## config.mk

```make
export PLATFORM = sky130hd
export DESIGN_NAME = fft_butterfly
export DESIGN_NICKNAME = d
export VERILOG_FILES = /design/src/rtl/fft_butterfly.sv
export SDC_FILE = /design/constraint.sdc
export NUM_CORES = 1
export LEC_CHECK = 0
export ABC_CLOCK_PERIOD_IN_PS = 9600
export BUFFER_PORTS_ARGS = -buffer_cell sky130_fd_sc_hd__buf_2
export CORE_MARGIN = 1.5
export CORE_UTILIZATION = 40
export CTS_CLUSTER_SIZE = 40
export DETAILED_ROUTE_END_ITERATION = 10
export SLEW_MARGIN = 20
export SYNTH_ARGS = -nofsm -noshare
export SYNTH_HDL_FRONTEND = slang
export SYNTH_SLANG_ARGS = --single-unit
export TNS_END_PERCENT = 50
```

## constraint.sdc

```tcl
create_clock -name clk -period 9.6 [get_ports clk]
set_input_delay 1.44 -clock clk [delete_from_list [all_inputs] [get_ports clk]]
set_output_delay 1.44 -clock clk [all_outputs]
set_load 0.02 [all_outputs]
```

## src/rtl/fft_butterfly.sv

```systemverilog
// rtl/fft_butterfly.sv - pipelined radix-2 DIT butterfly x = a + b*W, y = a - b*W
// Optional 1/2 per-stage scaling with round-half-up when BFLY_SCALE_EN is defined.
module fft_butterfly #(
  parameter int WIDTH    = 16,
  parameter int TW_WIDTH = 16,
  parameter int INVERSE  = 0
) (
  input  logic                clk,
  input  logic                reset,
  input  logic                in_valid,
  output logic                in_ready,
  input  logic [WIDTH-1:0]    a,
  input  logic [WIDTH-1:0]    b,
  input  logic [TW_WIDTH-1:0] tw,
  output logic                out_valid,
  input  logic                out_ready,
  output logic [WIDTH-1:0]    x,
  output logic [WIDTH-1:0]    y,
  output logic                sat_flag,
  input  logic                sat_clear
);
  localparam int H  = WIDTH / 2;
  localparam int TH = TW_WIDTH / 2;
  localparam int PW = H + TH + 1;
  localparam int SW = H + TH + 2;
  localparam int RW = H + 2;

  logic en;
  logic v1, v2, v3, v4;

  logic signed [TH:0]   wr_in, wi_in;
  logic [H-1:0]         s1_ar, s1_ai, s1_br, s1_bi;
  logic signed [TH:0]   s1_wr, s1_wi;
  logic [H-1:0]         s2_ar, s2_ai;
  logic signed [PW-1:0] s2_rr, s2_ii, s2_ir, s2_ri;
  logic signed [SW-1:0] sum_r, sum_i, sh_r, sh_i;
  logic [H-1:0]         s3_ar, s3_ai;
  logic signed [RW-1:0] s3_tr, s3_ti;
  logic signed [RW-1:0] ea_r, ea_i, xs_r, xs_i, ys_r, ys_i;
  logic [H:0]           xr_s, xi_s, yr_s, yi_s;
  logic                 sat_ev;

  assign en        = !v4 || out_ready;
  assign in_ready  = en;
  assign out_valid = v4;

  function automatic logic signed [PW-1:0] mul(input logic [H-1:0] s, input logic signed [TH:0] w);
    logic signed [PW-1:0] se, we;
    se = {{(PW-H){s[H-1]}}, s};
    we = {{(PW-TH-1){w[TH]}}, w};
    return se * we;
  endfunction

  function automatic logic signed [SW-1:0] ext_p(input logic signed [PW-1:0] p);
    return {p[PW-1], p};
  endfunction

  // Returns {saturated, value}; in range when the top three bits agree.
  function automatic logic [H:0] sat_h(input logic [RW-1:0] v);
    if (v[RW-1:H-1] == {(RW-H+1){1'b0}} || v[RW-1:H-1] == {(RW-H+1){1'b1}})
      return {1'b0, v[H-1:0]};
    return {1'b1, v[RW-1], {(H-1){~v[RW-1]}}};
  endfunction

  // The lookup encodes cos = 1.0 as the most negative code; read it back as +1.0.
  always_comb begin
    wr_in = {tw[TH-1], tw[TH-1:0]};
    wi_in = {tw[TW_WIDTH-1], tw[TW_WIDTH-1:TH]};
    if (tw[TH-1:0] == {1'b1, {(TH-1){1'b0}}} && tw[TW_WIDTH-1:TH] == '0)
      wr_in = {2'b01, {(TH-1){1'b0}}};
  end

  always_comb begin
    if (INVERSE == 0) begin
      sum_r = ext_p(s2_rr) + ext_p(s2_ii);
      sum_i = ext_p(s2_ir) - ext_p(s2_ri);
    end else begin
      sum_r = ext_p(s2_rr) - ext_p(s2_ii);
      sum_i = ext_p(s2_ir) + ext_p(s2_ri);
    end
    sh_r = sum_r >>> (TH - 1);
    sh_i = sum_i >>> (TH - 1);
  end

  always_comb begin
    ea_r = {{2{s3_ar[H-1]}}, s3_ar};
    ea_i = {{2{s3_ai[H-1]}}, s3_ai};
    xs_r = ea_r + s3_tr;
    xs_i = ea_i + s3_ti;
    ys_r = ea_r - s3_tr;
    ys_i = ea_i - s3_ti;
`ifdef BFLY_SCALE_EN
    xs_r = (xs_r + RW'(1)) >>> 1;
    xs_i = (xs_i + RW'(1)) >>> 1;
    ys_r = (ys_r + RW'(1)) >>> 1;
    ys_i = (ys_i + RW'(1)) >>> 1;
`endif
    xr_s   = sat_h(xs_r);
    xi_s   = sat_h(xs_i);
    yr_s   = sat_h(ys_r);
    yi_s   = sat_h(ys_i);
    sat_ev = xr_s[H] | xi_s[H] | yr_s[H] | yi_s[H];
  end

  always_ff @(posedge clk or posedge reset) begin
    if (reset) begin
      {v1, v2, v3, v4} <= '0;
      {s1_ar, s1_ai, s1_br, s1_bi} <= '0;
      {s1_wr, s1_wi} <= '0;
      {s2_ar, s2_ai} <= '0;
      {s2_rr, s2_ii, s2_ir, s2_ri} <= '0;
      {s3_ar, s3_ai, s3_tr, s3_ti} <= '0;
      x <= '0;
      y <= '0;
    end else if (en) begin
      v1 <= in_valid;
      v2 <= v1;
      v3 <= v2;
      v4 <= v3;
      s1_ar <= a[H-1:0];
      s1_ai <= a[WIDTH-1:H];
      s1_br <= b[H-1:0];
      s1_bi <= b[WIDTH-1:H];
      s1_wr <= wr_in;
      s1_wi <= wi_in;
      s2_ar <= s1_ar;
      s2_ai <= s1_ai;
      s2_rr <= mul(s1_br, s1_wr);
      s2_ii <= mul(s1_bi, s1_wi);
      s2_ir <= mul(s1_bi, s1_wr);
      s2_ri <= mul(s1_br, s1_wi);
      s3_ar <= s2_ar;
      s3_ai <= s2_ai;
      s3_tr <= sh_r[RW-1:0];
      s3_ti <= sh_i[RW-1:0];
      x <= {xi_s[H-1:0], xr_s[H-1:0]};
      y <= {yi_s[H-1:0], yr_s[H-1:0]};
    end
  end

  // A saturation counts when a valid word is committed into the output stage.
  always_ff @(posedge clk or posedge reset) begin
    if (reset)
      sat_flag <= 1'b0;
    else if (en && v3 && sat_ev)
      sat_flag <= 1'b1;
    else if (sat_clear)
      sat_flag <= 1'b0;
  end
endmodule
```

==> metrics.txt <==
status finished clean; area grow syn2layout 8.77%; CTS Buffer Depth 3; Net Count, Synth roughly 2.9k; layout cells sized above 1 6.57%; Netlist cell types 73; Hold Fails Final Rpt 0; r2r worst-path depth 16; Setup crit end kind flip-flop; worst skew pair latency 0.56 ns; main flop type after synthesis dfrtp_1; Seq/Total Area, Yosys 24.1%; Period Utilization, post-route 51.6%; Critical Path RT slightly above 10 ns; Die ar. 0.0543 mm²; RSZ-0062 raised after global routing no; Critical Path Source Type flip-flop; top post-synthesis cells by area dfrtp_1, fa_1, ha_1, nand2_1, inv_1; Detail Route Antenna Nets 0; Yosys top cell by area dfrtp_1; Setup violations, final 0; Synth Instances 2419; Starting Density around two fifths; gpl congestion 0.854; Arr. time, crit path 5.45 ns; number of warnings issued by yosys 0; initial antenna violation count 0; Least-Margin Pin Slew approximately 0.96 ns; Crit path largest cell delay 0.62 ns; Die H between 200 and 250 µm; cts bufs inserted 25; CTS tree done; RR Startpoint s1_bi[7]$_DFFE_PP0N_; Worst Path Buf+Inv 5; Final nets 2923; ys async rst share 100%; Total Wirelength 47600 µm; Root Driver clkbuf_16; count of flip-flops with a built-in enable after synthesis 0; setup bufs post-CTS 0; via count around 16k; CP Cell Sequence clkinv_1, fa_1, fa_1, inv_1, fa_1, inv_1, fa_1, inv_1, ha_1, inv_1, o21ai_0, a21oi_1, o21bai_1, a31oi_1, or4b_2, nand3_1; post-cts sizing count 0; top-area cell type share of the netlist area 24.1%; Avg Cell Area, Syn 8.74 µm²; Synth top cells by count nand2_1, inv_1, fa_1, dfrtp_1, ha_1; Worst path depth 16; H-tree levels 1; routed length per placed instance about 15 µm; critical path's top delay family adder cells; setup_tns 0 ns; vias in the first global route 16.5k; fmax 202 MHz; Setup crit start s1_bi[7]$_DFFE_PP0N_; register clock-pin slew on the reported worst setup and hold paths 0.06 ns; HP Class reg -> reg; total I/O pin count between 80 and 90; critical path class reg -> reg; top-count cell post-synth nand2_1; Worst slew margin 36.3%; min Tclk post-route slightly below 5 ns; drt drc 0; CORE AREA 0.0524 mm²; post-synthesis register bit count 204; Port Buffers 87; total of max-cap violations 0; synthesized area 0.0211 mm²; # clock sinks 204; Place WS 4.66 ns; Total GRT Usage 18.4%; Worst Clk Skew 0.0151 ns; Fin Hold WS 0.466 ns; Worst path slowest cell or4b_2; # hold bufs at CTS 0; setup ws final between 4 and 5 ns; first-pass GRT wire length 81500 µm; hold path cells 2; Ant. Diodes 0; Final Max Tran Viols 0; crit-path max FO 11; HPWL after detailed placement 36700 µm; Iteration-0 DRC Markers approximately 930; beginning of the worst hold path s1_ai[0]$_DFFE_PP0N_; Vias/cell ~5.0; row cnt 84; largest net degree at the start of global routing 105; die width between 200 and 250 µm; global route overflow 0; DR pass1 iterations 5
metal layers:
layer  up-vias  global-route usage, %  part of all wire, %  routed length (µm)
li1       7660                      -                    -                   -
met1      7837                   26.0                   47               22500
met2       346                   30.8                   47               22200
met3        51                   2.07                  4.6                2180
met4         0                   2.92                  1.6                 768
met5         -                      0                    0                   0
final timing paths:
kind	slack, ns	endpoint
setup / recovery	4.65	s2_ir[13]$_DFFE_PP0N_
min in group asynchronous	1.00	x[8]$_DFFE_PP0N_
hold reg to reg	0.47	s1_ai[0]$_DFFE_PP0N_
setup reg to reg	4.65	s2_ir[13]$_DFFE_PP0N_
hold / removal	0.47	s1_ai[0]$_DFFE_PP0N_
max in group asynchronous	7.35	s1_wi[4]$_DFFE_PP0N_
sequential cells by signal, indices dropped and copies added, names as in the netlist, 9 cells and up:
signal  count
s2_ir      17
s2_rr      17
s2_ii      16
s2_ri      16
x          16
y          16
s3_ti      10
s3_tr      10
s1_wr       9
layout by cell type, fill, tap and decap left out, drive strengths merged, types with 9 or more instances in the layout:
master | Yosys | layout
o21ai | 60 | 60
or3 | 12 | 12
buf | 16 | 93
o31ai | 15 | 15
a31oi | 21 | 21
nor3 | 22 | 22
nor2b | 24 | 24
and3 | 10 | 10
o21a | 23 | 23
nand2b | 24 | 24
a21o | 21 | 21
a211oi | 9 | 9
xor2 | 21 | 21
a21oi | 103 | 103
clkinv | 1 | 9
ha | 186 | 186
dfrtp | 204 | 204
nand2 | 426 | 426
xnor2 | 83 | 83
nand3 | 18 | 18
nor2 | 123 | 123
fa | 236 | 236
and2 | 169 | 169
o211ai | 17 | 17
o21bai | 11 | 11
inv | 399 | 402
clkbuf | 75 | 29
final cells by class:
| class | count | area, µm² |
|---|---|---|
| fillers | 5180 | 29400 |
| multi-input cells | 1724 | 14200 |
| flip-flops and latches | 204 | 5100 |
| inverters | 400 | 1520 |
| well taps | 688 | 861 |
| clock buffers | 29 | 681 |
| repair buffers | 93 | 480 |
| clock inverters | 16 | 164 |
cell families (layout without fill, tap and decap cells):
logic type,Yosys count,count (layout),share of synthesized area (%)
AOI/OAI and AO/OA,330,330,10.2
buffers and inverters,491,538,8.77
and+or+nand+nor,868,868,19.3
adders and majority gates,422,422,33.3
xor gates and xnor gates,104,104,4.31
DFF,204,204,24.1
worst reg2reg max path, cell delays in order (launching register included):
cell and delay, ns:
dfrtp_1 0.53, clkinv_1 0.37, fa_1 0.61, fa_1 0.51, inv_1 0.05, fa_1 0.53
inv_1 0.05, fa_1 0.47, inv_1 0.04, ha_1 0.27, inv_1 0.06, o21ai_0 0.16
a21oi_1 0.12, o21bai_1 0.26, a31oi_1 0.15, or4b_2 0.62, nand3_1 0.09
through the flow:
| step | cell area, µm² | std cells | utilization, % |
|---|---|---|---|
| detailed placement | 22200 | 3109 | 42.3 |
| floorplan | 21100 | 2419 | - |
| global route | 23000 | 3154 | 43.9 |
| CTS | 23000 | 3154 | 43.9 |
| global placement | 22200 | 3109 | 42.3 |
| finish | 23000 | 3154 | 43.9 |
Power is not shown: default switching activity piles up to over one toggle a cycle in this logic, so the estimate is an artifact.
